$ cat src/rtl/uart_tx_arbiter.sv
// Round-robin arbiter feeding one UART transmitter from four byte requesters.
// Optional UART_ARB_LOCK_EN adds req_lock so an owner can keep the transmitter for back-to-back bytes.
module uart_tx_arbiter #(
    parameter int unsigned GAP_CYCLES = 16
) (
    input  logic        CLOCK_50,
    input  logic        RESET_N,
    input  logic [3:0]  req_valid,
    input  logic [31:0] req_data,
    output logic [3:0]  req_ready,
    output logic [7:0]  tx_data,
    output logic        tx_start,
    input  logic        tx_busy,
    output logic [1:0]  grant_id,
    output logic        arb_idle
`ifdef UART_ARB_LOCK_EN
    ,
    input  logic [3:0]  req_lock
`endif
);

    localparam int unsigned NREQ  = 4;
    localparam int unsigned CNT_W = (GAP_CYCLES == 0) ? 1 : $clog2(GAP_CYCLES + 1);

    typedef enum logic [2:0] {
        ST_IDLE,
        ST_ISSUE,
        ST_WAIT_BUSY,
        ST_WAIT_DONE,
        ST_GAP
    } state_t;

    state_t             r_state;
    state_t             w_state_nxt;
    logic [1:0]         r_last_grant;
    logic [CNT_W-1:0]   r_gap_cnt;
    logic               r_lock_hold;

    logic               w_rr_found;
    logic [1:0]         w_rr_winner;
    logic [1:0]         w_winner;
    logic               w_lock_sel;
    logic               w_lock_cap;
    logic               w_grant;
    logic               w_to_idle;

    logic [3:0]         w_ready_nxt;
    logic [7:0]         w_data_nxt;
    logic               w_start_nxt;
    logic [1:0]         w_gid_nxt;
    logic [1:0]         w_last_nxt;
    logic [CNT_W-1:0]   w_cnt_nxt;
    logic               w_lock_nxt;

`ifdef UART_ARB_LOCK_EN
    assign w_lock_cap = req_lock[r_grant_id_c()] & req_valid[r_grant_id_c()];
    function automatic logic [1:0] r_grant_id_c();
        return grant_id;
    endfunction
`else
    assign w_lock_cap = 1'b0;
`endif

    // First valid requester searching upward from the one after the last grant
    always_comb begin
        w_rr_found  = 1'b0;
        w_rr_winner = r_last_grant;
        for (int unsigned k = 1; k <= NREQ; k++) begin
            if (!w_rr_found && req_valid[2'(r_last_grant + 2'(k))]) begin
                w_rr_found  = 1'b1;
                w_rr_winner = 2'(r_last_grant + 2'(k));
            end
        end
    end

    assign w_lock_sel = r_lock_hold & req_valid[grant_id];
    assign w_winner   = w_lock_sel ? grant_id : w_rr_winner;
    assign w_grant    = (r_state == ST_IDLE) && (|req_valid) && !tx_busy;
    assign w_to_idle  = (r_state != ST_IDLE) && (w_state_nxt == ST_IDLE);

    always_ff @(posedge CLOCK_50 or negedge RESET_N) begin
        if (!RESET_N) r_state <= ST_IDLE;
        else          r_state <= w_state_nxt;
    end

    always_comb begin
        w_state_nxt = r_state;
        case (r_state)
            ST_IDLE:      if (w_grant) w_state_nxt = ST_ISSUE;
            ST_ISSUE:     w_state_nxt = ST_WAIT_BUSY;
            ST_WAIT_BUSY: if (tx_busy) w_state_nxt = ST_WAIT_DONE;
            ST_WAIT_DONE: if (!tx_busy) w_state_nxt = (GAP_CYCLES > 0) ? ST_GAP : ST_IDLE;
            ST_GAP:       if (r_gap_cnt == CNT_W'(GAP_CYCLES - 1)) w_state_nxt = ST_IDLE;
            default:      w_state_nxt = ST_IDLE;
        endcase
    end

    always_comb begin
        w_ready_nxt = 4'b0000;
        w_start_nxt = 1'b0;
        w_data_nxt  = tx_data;
        w_gid_nxt   = grant_id;
        w_last_nxt  = r_last_grant;
        w_cnt_nxt   = r_gap_cnt;
        w_lock_nxt  = r_lock_hold;
        case (r_state)
            ST_IDLE: begin
                if (w_grant) begin
                    w_ready_nxt = 4'b0001 << w_winner;
                    w_data_nxt  = req_data[{w_winner, 3'b000} +: 8];
                    w_gid_nxt   = w_winner;
                    w_lock_nxt  = 1'b0;
                    // A locked re-grant leaves the rotation pointer where it was
                    if (!w_lock_sel) w_last_nxt = w_winner;
                end
            end
            ST_ISSUE:     w_start_nxt = 1'b1;
            ST_GAP:       w_cnt_nxt   = r_gap_cnt + CNT_W'(1);
            default: ;
        endcase
        if (w_state_nxt == ST_GAP && r_state != ST_GAP) w_cnt_nxt = '0;
        if (w_to_idle) begin
            w_cnt_nxt  = '0;
            w_lock_nxt = w_lock_cap;
        end
    end

    always_ff @(posedge CLOCK_50 or negedge RESET_N) begin
        if (!RESET_N) begin
            req_ready    <= 4'b0000;
            tx_start     <= 1'b0;
            tx_data      <= 8'h00;
            grant_id     <= 2'd0;
            arb_idle     <= 1'b1;
            r_last_grant <= 2'd3;
            r_gap_cnt    <= '0;
            r_lock_hold  <= 1'b0;
        end else begin
            req_ready    <= w_ready_nxt;
            tx_start     <= w_start_nxt;
            tx_data      <= w_data_nxt;
            grant_id     <= w_gid_nxt;
            arb_idle     <= (w_state_nxt == ST_IDLE);
            r_last_grant <= w_last_nxt;
            r_gap_cnt    <= w_cnt_nxt;
            r_lock_hold  <= w_lock_nxt;
        end
    end

endmodule

$ cat config.mk
export PLATFORM = sky130hd
export DESIGN_NAME = uart_tx_arbiter
export DESIGN_NICKNAME = d
export VERILOG_FILES = /design/src/rtl/uart_tx_arbiter.sv
export SDC_FILE = /design/constraint.sdc
export NUM_CORES = 1
export LEC_CHECK = 0
export CORE_MARGIN = 2
export CORE_UTILIZATION = 50
export DETAILED_ROUTE_END_ITERATION = 8
export DONT_BUFFER_PORTS = 1
export PLACE_DENSITY = 0.72
export REMOVE_ABC_BUFFERS = 1
export SLEW_MARGIN = 20
export SYNTH_ARGS = -nofsm -noshare
export SYNTH_HDL_FRONTEND = slang
export SYNTH_SLANG_ARGS = --single-unit
$ cat constraint.sdc
create_clock -name CLOCK_50 -period 3.68 [get_ports CLOCK_50]
set_input_delay 0.736 -clock CLOCK_50 [delete_from_list [all_inputs] [get_ports CLOCK_50]]
set_output_delay 0.736 -clock CLOCK_50 [all_outputs]
set_load 0.1 [all_outputs]
; ---- Word-level counts from Yosys, hierarchy flattened
; Cells that the tools add are included.
[word_totals]
regBits = 27
elab_cells = 82
in_bits = 39
[op_classes]
n_eq_ne = 7
muxes = 32
order_cmp = 5
shift = 2
addsub = 4
n_reduce_logical = 21
bitwise_logic = 2
[ops]
columns = cell, n
row1 = indexed part select 32 x 6 -> 8 bit, 1
row2 = < comparator 2 x 3 -> 1 bit (second input constant), 5
row3 = 2-to-1 mux 5 bit, 3
row4 = case mux 3 bit (5 select lines), 1
row5 = 2-to-1 mux 1 bit, 12
row6 = 2-to-1 mux 3 bit, 4
row7 = binary-select mux 1 bit (select 2 bit), 5
row8 = 2-to-1 mux 2 bit, 5
row9 = 2-to-1 mux 4 bit, 2
row10 = logical AND 1 bit, 7
row11 = == test 3 x 2 -> 1 bit (second input constant), 2
row12 = == test 3 bit (second input constant), 2
row13 = zero test 3 bit, 2
row14 = nonzero test 3 bit, 2
row15 = adder 5 x 1 -> 5 bit (second input constant), 1
row16 = == test 5 x 4 -> 1 bit (second input constant), 1
row17 = adder 2 bit (second input constant), 2
row18 = zero test 1 bit, 4
row19 = AND reduction 2 bit, 2
row20 = nonzero test 2 bit, 2
row21 = OR reduction 4 bit, 1
row22 = left shift 1 x 2 -> 4 bit (first input constant), 1
row23 = == test 3 x 1 -> 1 bit (second input constant), 1
row24 = inequality test 3 bit (second input constant), 1
row25 = 4 further kinds, 4

; ---- Logic depth before layout (Yosys ltp)
[depth]
ltp_word = 17
mapped_depth = 7

; ---- Worst setup path after synthesis
; Ideal clock, no wire load.
[synth_path]
kind = input-to-reg
start = input port req_valid[2]
end = register tx_data[3]
stages = 6
setup_time_ps = 126
arrival_time_ps = 2003
required_time_ps = 3554
slack_ps = 1551
path_buffers = 1
cell_sequence = nand2b_2 -> a21oi_4 -> nor3_4 -> buf_6 -> mux2_4 -> a221o_1
[synth_between]
elab_chain_cells = 14
elab_cells_between_ends = 30
cone_classes = shift: 1 / mux: 18 / bitwise: 1 / reduce/logical: 10
[synth_lines]
columns = item, line_no
row1 = start: declaration, 8  ; input logic [3:0] req_valid,
row2 = binary-select mux 1 bit (select 2 bit), 69  ; if (!w_rr_found && req_valid[2'(r_last_grant + 2'(k))]) begin
row3 = 2-to-1 mux 1 bit (not written as such), 69
row4 = 2-to-1 mux 1 bit, 69
row5 = zero test 1 bit, 69
row6 = logical AND 1 bit, 69
row7 = 2-to-1 mux 1 bit, 69
row8 = zero test 1 bit, 69
row9 = logical AND 1 bit, 69
row10 = 2-to-1 mux 1 bit, 69
row11 = zero test 1 bit, 69
row12 = logical AND 1 bit, 69
row13 = 2-to-1 mux 2 bit, 69
row14 = 2-to-1 mux 2 bit, 77  ; assign w_winner = w_lock_sel ? grant_id : w_rr_winner;
row15 = indexed part select 32 x 6 -> 8 bit, 110  ; w_data_nxt = req_data[{w_winner, 3'b000} +: 8];
row16 = end signal: assignment, 141  ; tx_data <= w_data_nxt;
row17 = end: declaration, 11  ; output logic [7:0] tx_data,
; Several ways; a longest one is shown, not always the timed one. The select of a mux whose other input is x is not followed.
; A chain may end at the register's enable or synchronous reset.

; ---- Final worst setup path
[layout_path]
start = register r_last_grant[1]
end = register tx_data[0]
[layout_between]
elab_chain_cells = 15
elab_cells_between_ends = 26
cone_classes = add/sub: 3 / shift: 1 / mux: 16 / reduce/logical: 6
[layout_lines]
columns = item, line_no
row1 = start: declaration, 35  ; logic [1:0] r_last_grant;
row2 = start signal: assignment, 144  ; r_last_grant <= w_last_nxt;
row3 = adder 2 x 1 -> 2 bit, "69, 71"
row4 = binary-select mux 1 bit (select 2 bit), 69
row5 = 2-to-1 mux 1 bit (not written as such), 69
row6 = 2-to-1 mux 1 bit, 69
row7 = zero test 1 bit, 69
row8 = logical AND 1 bit, 69
row9 = 2-to-1 mux 1 bit, 69
row10 = zero test 1 bit, 69
row11 = logical AND 1 bit, 69
row12 = 2-to-1 mux 1 bit, 69
row13 = zero test 1 bit, 69
row14 = logical AND 1 bit, 69
row15 = 2-to-1 mux 2 bit (*), 69
row16 = 2-to-1 mux 2 bit (*), 77
row17 = indexed part select 32 x 6 -> 8 bit (*), 110
; Mark *: on every way between the ends. The rest lies on a longest branch, timed or not. The select of a mux whose other input is x is not followed.

==> summary.md <==
| Metric | Value |
|---|---|
| Post-route cell area | 1530 sq um |
| XOR/XNOR share of the synthesized area | 1.79% |
| Fin crit period | between 2000 and 2500 ps |
| Placed Area | about 1500 sq um |
| Register Area | about 650 sq um |
| CP Class | flip-flop to flip-flop |
| Post-Place Setup Slack | 1220 ps |
| Worst Setup End Kind | flip-flop |
| Mux contribution to synthesized area | around 7.4% |
| Synth unique cells | 40 |
| Post-Synth Simple-Gate Area | between 20 and 25% |
| Net count, final | 179 |
| Worst slew margin | 38.3% |
| Fmax | around 410 MHz |
| Antenna diode count | 0 |
| IO buf count | 0 |
| Final setup violation count | 0 |
| Area grow syn2layout | 3.74% |
| Critical Path Start Type | flip-flop |
| Depth of the CTS H-tree | 1 |
| Setup WS post-layout | between 1000 and 1500 ps |
| Worst-margin pin slew | just over 900 ps |
| Top_reg_cell synth | dfrtp_1 |
| Global-route wire length before repair | around 5000 um |
| Grt total ovfl | 0 |
| Avg Cell Area, Syn | between 10 and 15 sq um |
| RSZ-0062 raised after global routing | false |
| Post-synthesis cell count | ~140 |
| Layout cells sized above 1 | roughly 20% |
| Core area | approximately 2800 sq um |
| TritonCTS Buffers | 3 |
| Multi-input gate area | between 700 and 800 sq um |
| Slew Limit Fails | 0 |
| Vias per cell | 6.55 |
| Via count | approximately 1100 |
| Tcrit/Tclk final | 65.5% |
| Post-DRT Antenna Nets | 0 |
| Worst-Skew Late Latency | between 300 and 400 ps |
| CP Data Arrival Time | around 2600 ps |
| DPL Wire Length | 2340 um |
| Root Buffer | clkbuf_4 |
| CTS tree | yes |
| Complex-gate fraction of the synthesized area | a little over a fifth |
| DIE WIDTH | between 50 and 60 um |
| # clock sinks | 26 |
| Flops & latches, synth | 26 |
| # rows | 19 |
| Initial DRT Pass Iterations | 4 |
| Max Fanout on Critical Path | 13 |
| GPL Wtd Cong | ~0.78 |
| Max-cap violations | 0 |
| Antenna violations before repair | 0 |
| Post-CTS resize count | 0 |
| FFs w/ async S/R, synth | 100% |
| Status | complete, no violations |
| Setup TNS | 0 ps |
| Max clock buf depth | 2 |
| Hold Violations, Final | 0 |
| Number of setup buffers added after CTS | 0 |
| Maximum vdd drop | approximately 0.66 mV |
| Post-synthesis sequential area ratio | about 44% |
| Post-CTS Hold Fix Bufs | 0 |
| Worst hold path class | input port to async pin |
| Vias in the first global route | between 1000 and 1500 |
| Die Span Y | ~58 um |
| Post-synthesis adder-cell area fraction | about 1.7% |
| Initial drt markers | 32 |
| # DRC | 0 |
| Clk slew on worst S/H paths | about 140 ps |
| DR WL/cell | roughly 18 um |
| PD cells | around 1100 nW/um^2 |
| Number of flops mapped to enable cells by yosys | 0 |
| Fin util | 54.9% |
| IO Count | 55 |
| Skew final | just under 4 ps |
| FF-to-FF setup slack | 1270 ps |
| Starting Density | 52.9% |
| Largest family of logic cells by synthesized area | compound AO/OA/AOI/OAI gates |
| Number of fill cells | between 200 and 250 |
| P_leak | 0.663 nW |
| Pin count of the biggest net entering global routing | 27 |
| Total Power | 0.00161 W |
| Final WL | roughly 3000 um |
| Die area | 3390 sq um |
| Synthesized area | between 1000 and 1500 sq um |
| Warnings, synthesis | 0 |
| Global-route usage over all layers | between 10% and 20% |
| Req. time, crit path | about 3900 ps |
==> layer usage <==
layer / wire length, um / vias up / global-route usage [%]
li1: - / 524 / -
met1: 1390 / 522 / 28.2
met2: 1390 / 51 / 27.8
met3: 242 / 4 / 3.57
met4: 50 / 0 / 8.97
met5: 0 / - / 0
==> report_power, final <==
part / switching, W / leakage (nW) / internal (W)
registers: 0.000579 / 0.331 / 0.000389
clock network: 0.0000871 / 0.0279 / 0.000110
logic: 0.000232 / 0.304 / 0.000210
total: 0.000899 / 0.663 / 0.000708
==> cell type report <==
| class | instances | share of cell area (%) |
|---|---|---|
| sequential | 26 | 42.9 |
| inverter | 3 | 0.738 |
| clock inverter | 1 | 1.97 |
| clock buffer | 3 | 1.48 |
| tap | 31 | 2.54 |
| multi-input combinational | 104 | 50.4 |
==> critical path, stage by stage (launching register included) <==
cell      delay, ps
dfstp_2         670
nand2b_4        190
a21oi_4         100
nor3_4          620
mux2_2          420
a221o_1         310
==> logic make-up after synthesis <==
logic type	after synthesis
simple gates	50
buf+inv	8
fa+ha+maj	2
flops	26
mux	8
compound gates	41
xor+xnor	3
==> worst paths after layout <==
check / depth (start not counted) / from / to
worst max-delay path: 5 / r_last_grant[1]$_DFFE_PN1P_ / tx_data[0]$_DFFE_PN0P_
worst min-delay path: 0 / RESET_N / tx_data[2]$_DFFE_PN0P_
worst max register to register: 5 / r_last_grant[1]$_DFFE_PN1P_ / tx_data[0]$_DFFE_PN0P_
worst min register to register: 2 / r_last_grant[1]$_DFFE_PN1P_ / r_last_grant[1]$_DFFE_PN1P_
max in group asynchronous: 0 / RESET_N / r_last_grant[0]$_DFFE_PN1P_
min in group CLOCK_50: 2 / r_last_grant[1]$_DFFE_PN1P_ / r_last_grant[1]$_DFFE_PN1P_
==> cells in the mapped netlist, drive strengths merged, types with 3 or more instances <==
cell type	instances	share of area, %
nand2	12	3.1
a221o	8	5.4
nand4	9	3.8
nor2	12	3.2
mux2	8	7.4
nor3	4	2.1
o31ai	8	4.1
dfstp	3	5.4
o21ai	3	1.0
buf	4	2.2
inv	3	0.77
a21oi	14	6.3
a21o	3	1.7
dfrtp	23	39
==> metrics by stage <==
step	cells	hold WS, ps
floorplan	133	440
global route	168	54.2
CTS	168	73.7
detailed placement	164	441
finish	168	79.1
global placement	164	441
==> flip-flops by register name, summed over array words and instances, names as in the netlist <==
| signal | flops |
|---|---|
| tx_data | 8 |
| r_state | 3 |
| arb_idle | 1 |
| r_gap_cnt | 5 |
| tx_start | 1 |
| grant_id | 2 |
| r_last_grant | 2 |
| req_ready | 4 |
==> cells in the final DEF (no fill, tap or decap), types with 2 or more instances in the layout <==
cell type | Yosys | layout
a31o_2 | 2 | 2
a21oi_4 | 2 | 2
mux2_2 | 3 | 3
o31ai_1 | 8 | 8
nor2_1 | 11 | 11
nand2_1 | 12 | 12
xor2_1 | 2 | 2
ha_1 | 2 | 2
a21o_2 | 2 | 2
inv_1 | 3 | 3
a221o_1 | 8 | 8
a21oi_1 | 12 | 12
dfstp_2 | 3 | 3
clkbuf_4 | 0 | 3
mux2_4 | 5 | 5
o21ai_0 | 3 | 3
nand4_1 | 9 | 9
a211oi_1 | 2 | 2
nor3_1 | 3 | 3
dfrtp_1 | 23 | 23
No activity file was read; power rests on OpenSTA's default activity.
